--- config.mk ---
export PLATFORM = sky130hd
export DESIGN_NAME = sdram_arbiter
export DESIGN_NICKNAME = d
export VERILOG_FILES = /design/src/rtl/sdram_arbiter_pkg.sv /design/src/rtl/sdram_arbiter_select.sv /design/src/rtl/sdram_arbiter.sv
export SDC_FILE = /design/constraint.sdc
export NUM_CORES = 1
export LEC_CHECK = 0
export CORE_MARGIN = 2
export CORE_UTILIZATION = 41
export CTS_BUF_LIST = sky130_fd_sc_hd__clkbuf_4 sky130_fd_sc_hd__clkbuf_8
export CTS_CLUSTER_SIZE = 25
export DETAILED_ROUTE_END_ITERATION = 7
export PLACE_DENSITY = 0.89
export SLEW_MARGIN = 20
export SYNTH_ARGS = -nofsm -noshare
export SYNTH_HDL_FRONTEND = slang
export SYNTH_SLANG_ARGS = --single-unit
--- constraint.sdc ---
create_clock -name clk -period 2.3 [get_ports clk]
set_input_delay 0.23 -clock clk [delete_from_list [all_inputs] [get_ports clk]]
set_output_delay 0.23 -clock clk [all_outputs]
set_load 0.1 [all_outputs]
--- src/rtl/sdram_arbiter_pkg.sv ---
// Shared definitions for the two-port SDRAM request arbiter:
// FSM state encoding, port indices and bus widths.
package sdram_arbiter_pkg;

    localparam int ADDR_W = 16;
    localparam int DATA_W = 16;

    typedef enum logic [1:0] {
        STATE_IDLE  = 2'd0,
        STATE_ISSUE = 2'd1,
        STATE_DONE  = 2'd2
    } state_e;

    localparam logic PORT_CPU = 1'b0;
    localparam logic PORT_DMA = 1'b1;

endpackage

--- src/rtl/sdram_arbiter_select.sv ---
// Combinational priority picker: chooses which of two requesters wins.
// With ROUND_ROBIN != 0 a tie goes to the port not granted last,
// otherwise a tie always goes to the CPU port.
module sdram_arbiter_select
    import sdram_arbiter_pkg::*;
#(
    parameter int ROUND_ROBIN = 1
) (
    input  logic [1:0] req,
    input  logic       last,
    output logic       gnt_vld,
    output logic       gnt_port
);

    // Pick the winning port from the current request vector and last grant
    always_comb begin
        gnt_vld  = |req;
        gnt_port = PORT_CPU;
        if (req == 2'b10) begin
            gnt_port = PORT_DMA;
        end else if ((req == 2'b11) && (ROUND_ROBIN != 0) && (last == PORT_CPU)) begin
            gnt_port = PORT_DMA;
        end
    end

endmodule

--- src/rtl/sdram_arbiter.sv ---
// Two-port arbiter in front of the SDRAM controller. Grants one requester
// at a time, latches its command into the controller request interface,
// and returns read data plus a one-cycle ack to the winning port.
module sdram_arbiter
    import sdram_arbiter_pkg::*;
#(
    parameter int ROUND_ROBIN = 1
) (
    input  logic              clk,
    input  logic              rst,
    input  logic              p0_req,
    input  logic              p0_wr,
    input  logic [ADDR_W-1:0] p0_addr,
    input  logic [DATA_W-1:0] p0_wdata,
    output logic [DATA_W-1:0] p0_rdata,
    output logic              p0_ack,
    input  logic              p1_req,
    input  logic              p1_wr,
    input  logic [ADDR_W-1:0] p1_addr,
    input  logic [DATA_W-1:0] p1_wdata,
    output logic [DATA_W-1:0] p1_rdata,
    output logic              p1_ack,
    output logic              mem_req,
    output logic              mem_wr,
    output logic [ADDR_W-1:0] mem_addr,
    output logic [DATA_W-1:0] mem_wdata,
    input  logic [DATA_W-1:0] mem_rdata,
    input  logic              mem_ack,
    output logic              busy
);

    state_e            state_q, state_d;
    logic              port_q, port_d;
    logic              last_q, last_d;
    logic              mem_req_q, mem_req_d;
    logic              mem_wr_q, mem_wr_d;
    logic [ADDR_W-1:0] mem_addr_q, mem_addr_d;
    logic [DATA_W-1:0] mem_wdata_q, mem_wdata_d;
    logic [DATA_W-1:0] p0_rdata_q, p0_rdata_d;
    logic [DATA_W-1:0] p1_rdata_q, p1_rdata_d;
    logic              p0_ack_q, p0_ack_d;
    logic              p1_ack_q, p1_ack_d;
    logic              busy_q, busy_d;
    logic              gnt_vld;
    logic              gnt_port;

    sdram_arbiter_select #(
        .ROUND_ROBIN (ROUND_ROBIN)
    ) u_select (
        .req      ({p1_req, p0_req}),
        .last     (last_q),
        .gnt_vld  (gnt_vld),
        .gnt_port (gnt_port)
    );

    // State and output registers; reset aborts any access with no ack
    always_ff @(posedge clk or negedge rst) begin
        if (!rst) begin
            state_q     <= STATE_IDLE;
            port_q      <= PORT_CPU;
            last_q      <= PORT_DMA;
            mem_req_q   <= 1'b0;
            mem_wr_q    <= 1'b0;
            mem_addr_q  <= '0;
            mem_wdata_q <= '0;
            p0_rdata_q  <= '0;
            p1_rdata_q  <= '0;
            p0_ack_q    <= 1'b0;
            p1_ack_q    <= 1'b0;
            busy_q      <= 1'b0;
        end else begin
            state_q     <= state_d;
            port_q      <= port_d;
            last_q      <= last_d;
            mem_req_q   <= mem_req_d;
            mem_wr_q    <= mem_wr_d;
            mem_addr_q  <= mem_addr_d;
            mem_wdata_q <= mem_wdata_d;
            p0_rdata_q  <= p0_rdata_d;
            p1_rdata_q  <= p1_rdata_d;
            p0_ack_q    <= p0_ack_d;
            p1_ack_q    <= p1_ack_d;
            busy_q      <= busy_d;
        end
    end

    // Next-state: requests are only sampled in IDLE; mem_ack only counts in ISSUE
    always_comb begin
        state_d = state_q;
        case (state_q)
            STATE_IDLE:  if (gnt_vld) state_d = STATE_ISSUE;
            STATE_ISSUE: if (mem_ack) state_d = STATE_DONE;
            STATE_DONE:  state_d = STATE_IDLE;
            default:     state_d = STATE_IDLE;
        endcase
    end

    // Register updates: latch the winner on grant, complete on controller ack
    always_comb begin
        port_d      = port_q;
        last_d      = last_q;
        mem_req_d   = mem_req_q;
        mem_wr_d    = mem_wr_q;
        mem_addr_d  = mem_addr_q;
        mem_wdata_d = mem_wdata_q;
        p0_rdata_d  = p0_rdata_q;
        p1_rdata_d  = p1_rdata_q;
        p0_ack_d    = 1'b0;
        p1_ack_d    = 1'b0;
        busy_d      = (state_d != STATE_IDLE);
        case (state_q)
            STATE_IDLE: begin
                if (gnt_vld) begin
                    port_d      = gnt_port;
                    mem_req_d   = 1'b1;
                    mem_wr_d    = (gnt_port == PORT_DMA) ? p1_wr    : p0_wr;
                    mem_addr_d  = (gnt_port == PORT_DMA) ? p1_addr  : p0_addr;
                    mem_wdata_d = (gnt_port == PORT_DMA) ? p1_wdata : p0_wdata;
                end
            end
            STATE_ISSUE: begin
                if (mem_ack) begin
                    mem_req_d = 1'b0;
                    last_d    = port_q;
                    if (port_q == PORT_DMA) begin
                        p1_ack_d = 1'b1;
                        if (!mem_wr_q) p1_rdata_d = mem_rdata;
                    end else begin
                        p0_ack_d = 1'b1;
                        if (!mem_wr_q) p0_rdata_d = mem_rdata;
                    end
                end
            end
            default: ;
        endcase
    end

    assign mem_req   = mem_req_q;
    assign mem_wr    = mem_wr_q;
    assign mem_addr  = mem_addr_q;
    assign mem_wdata = mem_wdata_q;
    assign p0_rdata  = p0_rdata_q;
    assign p1_rdata  = p1_rdata_q;
    assign p0_ack    = p0_ack_q;
    assign p1_ack    = p1_ack_q;
    assign busy      = busy_q;

endmodule

==> flow_metrics.env <==
export IMPL_netlist_instances=197
export IMPL_max_slew_margin_pct=41.0
export IMPL_initialDrtViolationCount=27
export IMPL_yosysUniqueCellTypes=18
export IMPL_drc=0
export IMPL_cts_sinks=73
export IMPL_detail_route_antenna_nets=0
export IMPL_layout_commonest_cell="mux2_2"
export IMPL_postLayoutCellArea_um2=4830
export IMPL_dieArea_um2=8350
export IMPL_worst_slew_pin_slew_ns=0.885
export IMPL_finalHoldWorstSlack_ns=0.0157
export IMPL_start_util_pct=42.7
export IMPL_wl_um=6810
export IMPL_post_route_period_util_pct=78.3
export IMPL_crit_fanout=16
export IMPL_reg2reg_depth=3
export IMPL_critical_path_arrival_ns=2.01
export IMPL_grt_use_met3_pct=4.65
export IMPL_yosysSeqAreaShare_pct=58.4
export IMPL_fin_crit_ns=1.80
export IMPL_met2_usage_pct=29.9
export IMPL_setup_violations_final=0
export IMPL_cts_resized=0
export IMPL_fp_dieW_um=91.4
export IMPL_clock_latency_ns=0.33
export IMPL_path_class="register to register"
export IMPL_io_buffers=155
export IMPL_grt_max_degree=74
export IMPL_viasPerCell=4.79
export IMPL_clkTransAtPathRegs_ns=0.08
export IMPL_floorplan_rows=31
export IMPL_status="finished, final reports clean"
export IMPL_busiest_layer="met2"
export IMPL_gp_routability_congestion=0.696
export IMPL_cts_setup_buffers=0
export IMPL_fin_tns_setup_ns=0
export IMPL_drive_gt1_share_pct=53.2
export IMPL_rsz0062_at_grt="no"
export IMPL_htree_num_levels=3
export IMPL_crit_path_start_kind="register"
export IMPL_worstPathRequired_ns=2.51
export IMPL_syn_num_nets=284
export IMPL_max_freq_mhz=555
export IMPL_final_cell_mix="mux2_2, clkdlybuf4s50_1, dfrtp_1, buf_4, clkbuf_8"
export IMPL_boundaryPins=156
export IMPL_coreArea_um2=7330
export IMPL_r2r_setup_slack_ns=0.50
export IMPL_cts_tree="yes"
export IMPL_antenna_diode_count=0
export IMPL_synth_seq_cells=73
export IMPL_syn2layout_area_growth_pct=54.3
export IMPL_synth_warnings=0
export IMPL_antenna_found_initial=0
export IMPL_die_y_um=91.4
export IMPL_hold_buffers=0
export IMPL_clockBufferDepth=2
export IMPL_synth_area_per_cell_um2=15.9
export IMPL_post_dp_hpwl_um=5140
export IMPL_track_usage_pct=16.8
export IMPL_cts_root_buffer="clkbuf_8"
export IMPL_drt_wirelength_per_cell_um=14.8
export IMPL_grt_pass1_vias=2393
export IMPL_cp_end_kind="register"
export IMPL_numCtsBuffers=9
export IMPL_placed_cell_area_um2=4610
export IMPL_vias=2204
export IMPL_grt_use_met1_pct=18.7
export IMPL_drv_slew=0
export IMPL_nNetsFinal=443
export IMPL_clock_skew_final_ns=0.0110
export IMPL_drv_cap=0
export IMPL_firstDrtPassIters=4
export IMPL_grt_ovfl_total=0
export IMPL_hold_viol=0
export IMPL_hp_class="input pin to async pin"
export IMPL_grt_pass1_wl_um=11200
export IMPL_synth_cell_area_um2=3130
-- flip-flops by register name, indices dropped and copies added (netlist names), 2 cells and up --
register / flops
mem_addr: 16
mem_wdata: 16
p0_rdata: 16
p1_rdata: 16
state_q: 2
-- routing by layer --
layer	wire, µm	vias to the layer above
li1	-	1022
met2	3500	101
met3	496	14
met4	141	0
met1	2670	1067
met5	0	-
-- logic make-up (layout without fill, tap and decap cells) --
kind of cell | count (synthesis) | count (layout) | synth area share (%)
simple gates | 9 | 9 | 2.28
mux | 99 | 99 | 35.6
compound gates | 4 | 4 | 1.04
buf+inv | 12 | 176 | 2.68
flops | 73 | 73 | 58.4
-- Yosys cell counts (all sizes together) --
library cell | n | area, µm²
dfstp | 1 | 26.3
a21bo | 1 | 10.0
nor3 | 2 | 20.0
nand2b | 1 | 6.26
nor2 | 3 | 11.3
mux2i | 1 | 10.0
dfrtp | 72 | 1800
mux2 | 98 | 1100
or3 | 1 | 6.26
nand3b | 1 | 20.0
a21o | 2 | 15.0
o21bai | 1 | 7.51
inv | 2 | 7.51
buf | 10 | 76.3
or2b | 1 | 7.51
-- through the flow --
| step | util, % | setup WS [ns] | std cells |
|---|---|---|---|
| 2_1_floorplan | - | 0.339 | 197 |
| 3_3_place_gp | 62.8 | 0.302 | 444 |
| 3_5_place_dp | 62.8 | 0.224 | 444 |
| 4_1_cts | 65.9 | 0.472 | 460 |
| 5_1_grt | 65.9 | 0.420 | 460 |
| 6_report | 65.9 | 0.498 | 460 |
-- critical path: stages, from the launching register on --
cell and delay (ns):
dfrtp_1 0.43, nand3b_4 0.21, or3_1 0.64, mux2_2 0.39
-- layout make-up --
cell class                      instances  area, µm²
Clock inverter                          6       90.1
Tap cell                               99        124
Clock buffer                           10        131
Fill cell                             569       2500
Timing Repair Buffer                  158       1420
Multi-Input combinational cell        112       1220
Sequential cell                        73       1830
Inverter                                2       7.51
-- path summary, 6_finish.rpt --
check,endpoint,from
min in group clk,mem_req$_DFFE_PN0P_,mem_req$_DFFE_PN0P_
hold reg to reg,mem_req$_DFFE_PN0P_,mem_req$_DFFE_PN0P_
hold / removal,p0_rdata[3]$_DFFE_PN0P_,rst
setup / recovery,p1_rdata[6]$_DFFE_PN0P_,state_q[1]$_DFF_PN0_
setup reg to reg,p1_rdata[6]$_DFFE_PN0P_,state_q[1]$_DFF_PN0_
max in group asynchronous,mem_wdata[9]$_DFFE_PN0P_,rst
Power is not shown: default switching activity piles up to over one toggle a cycle in this logic, so the estimate is an artifact.
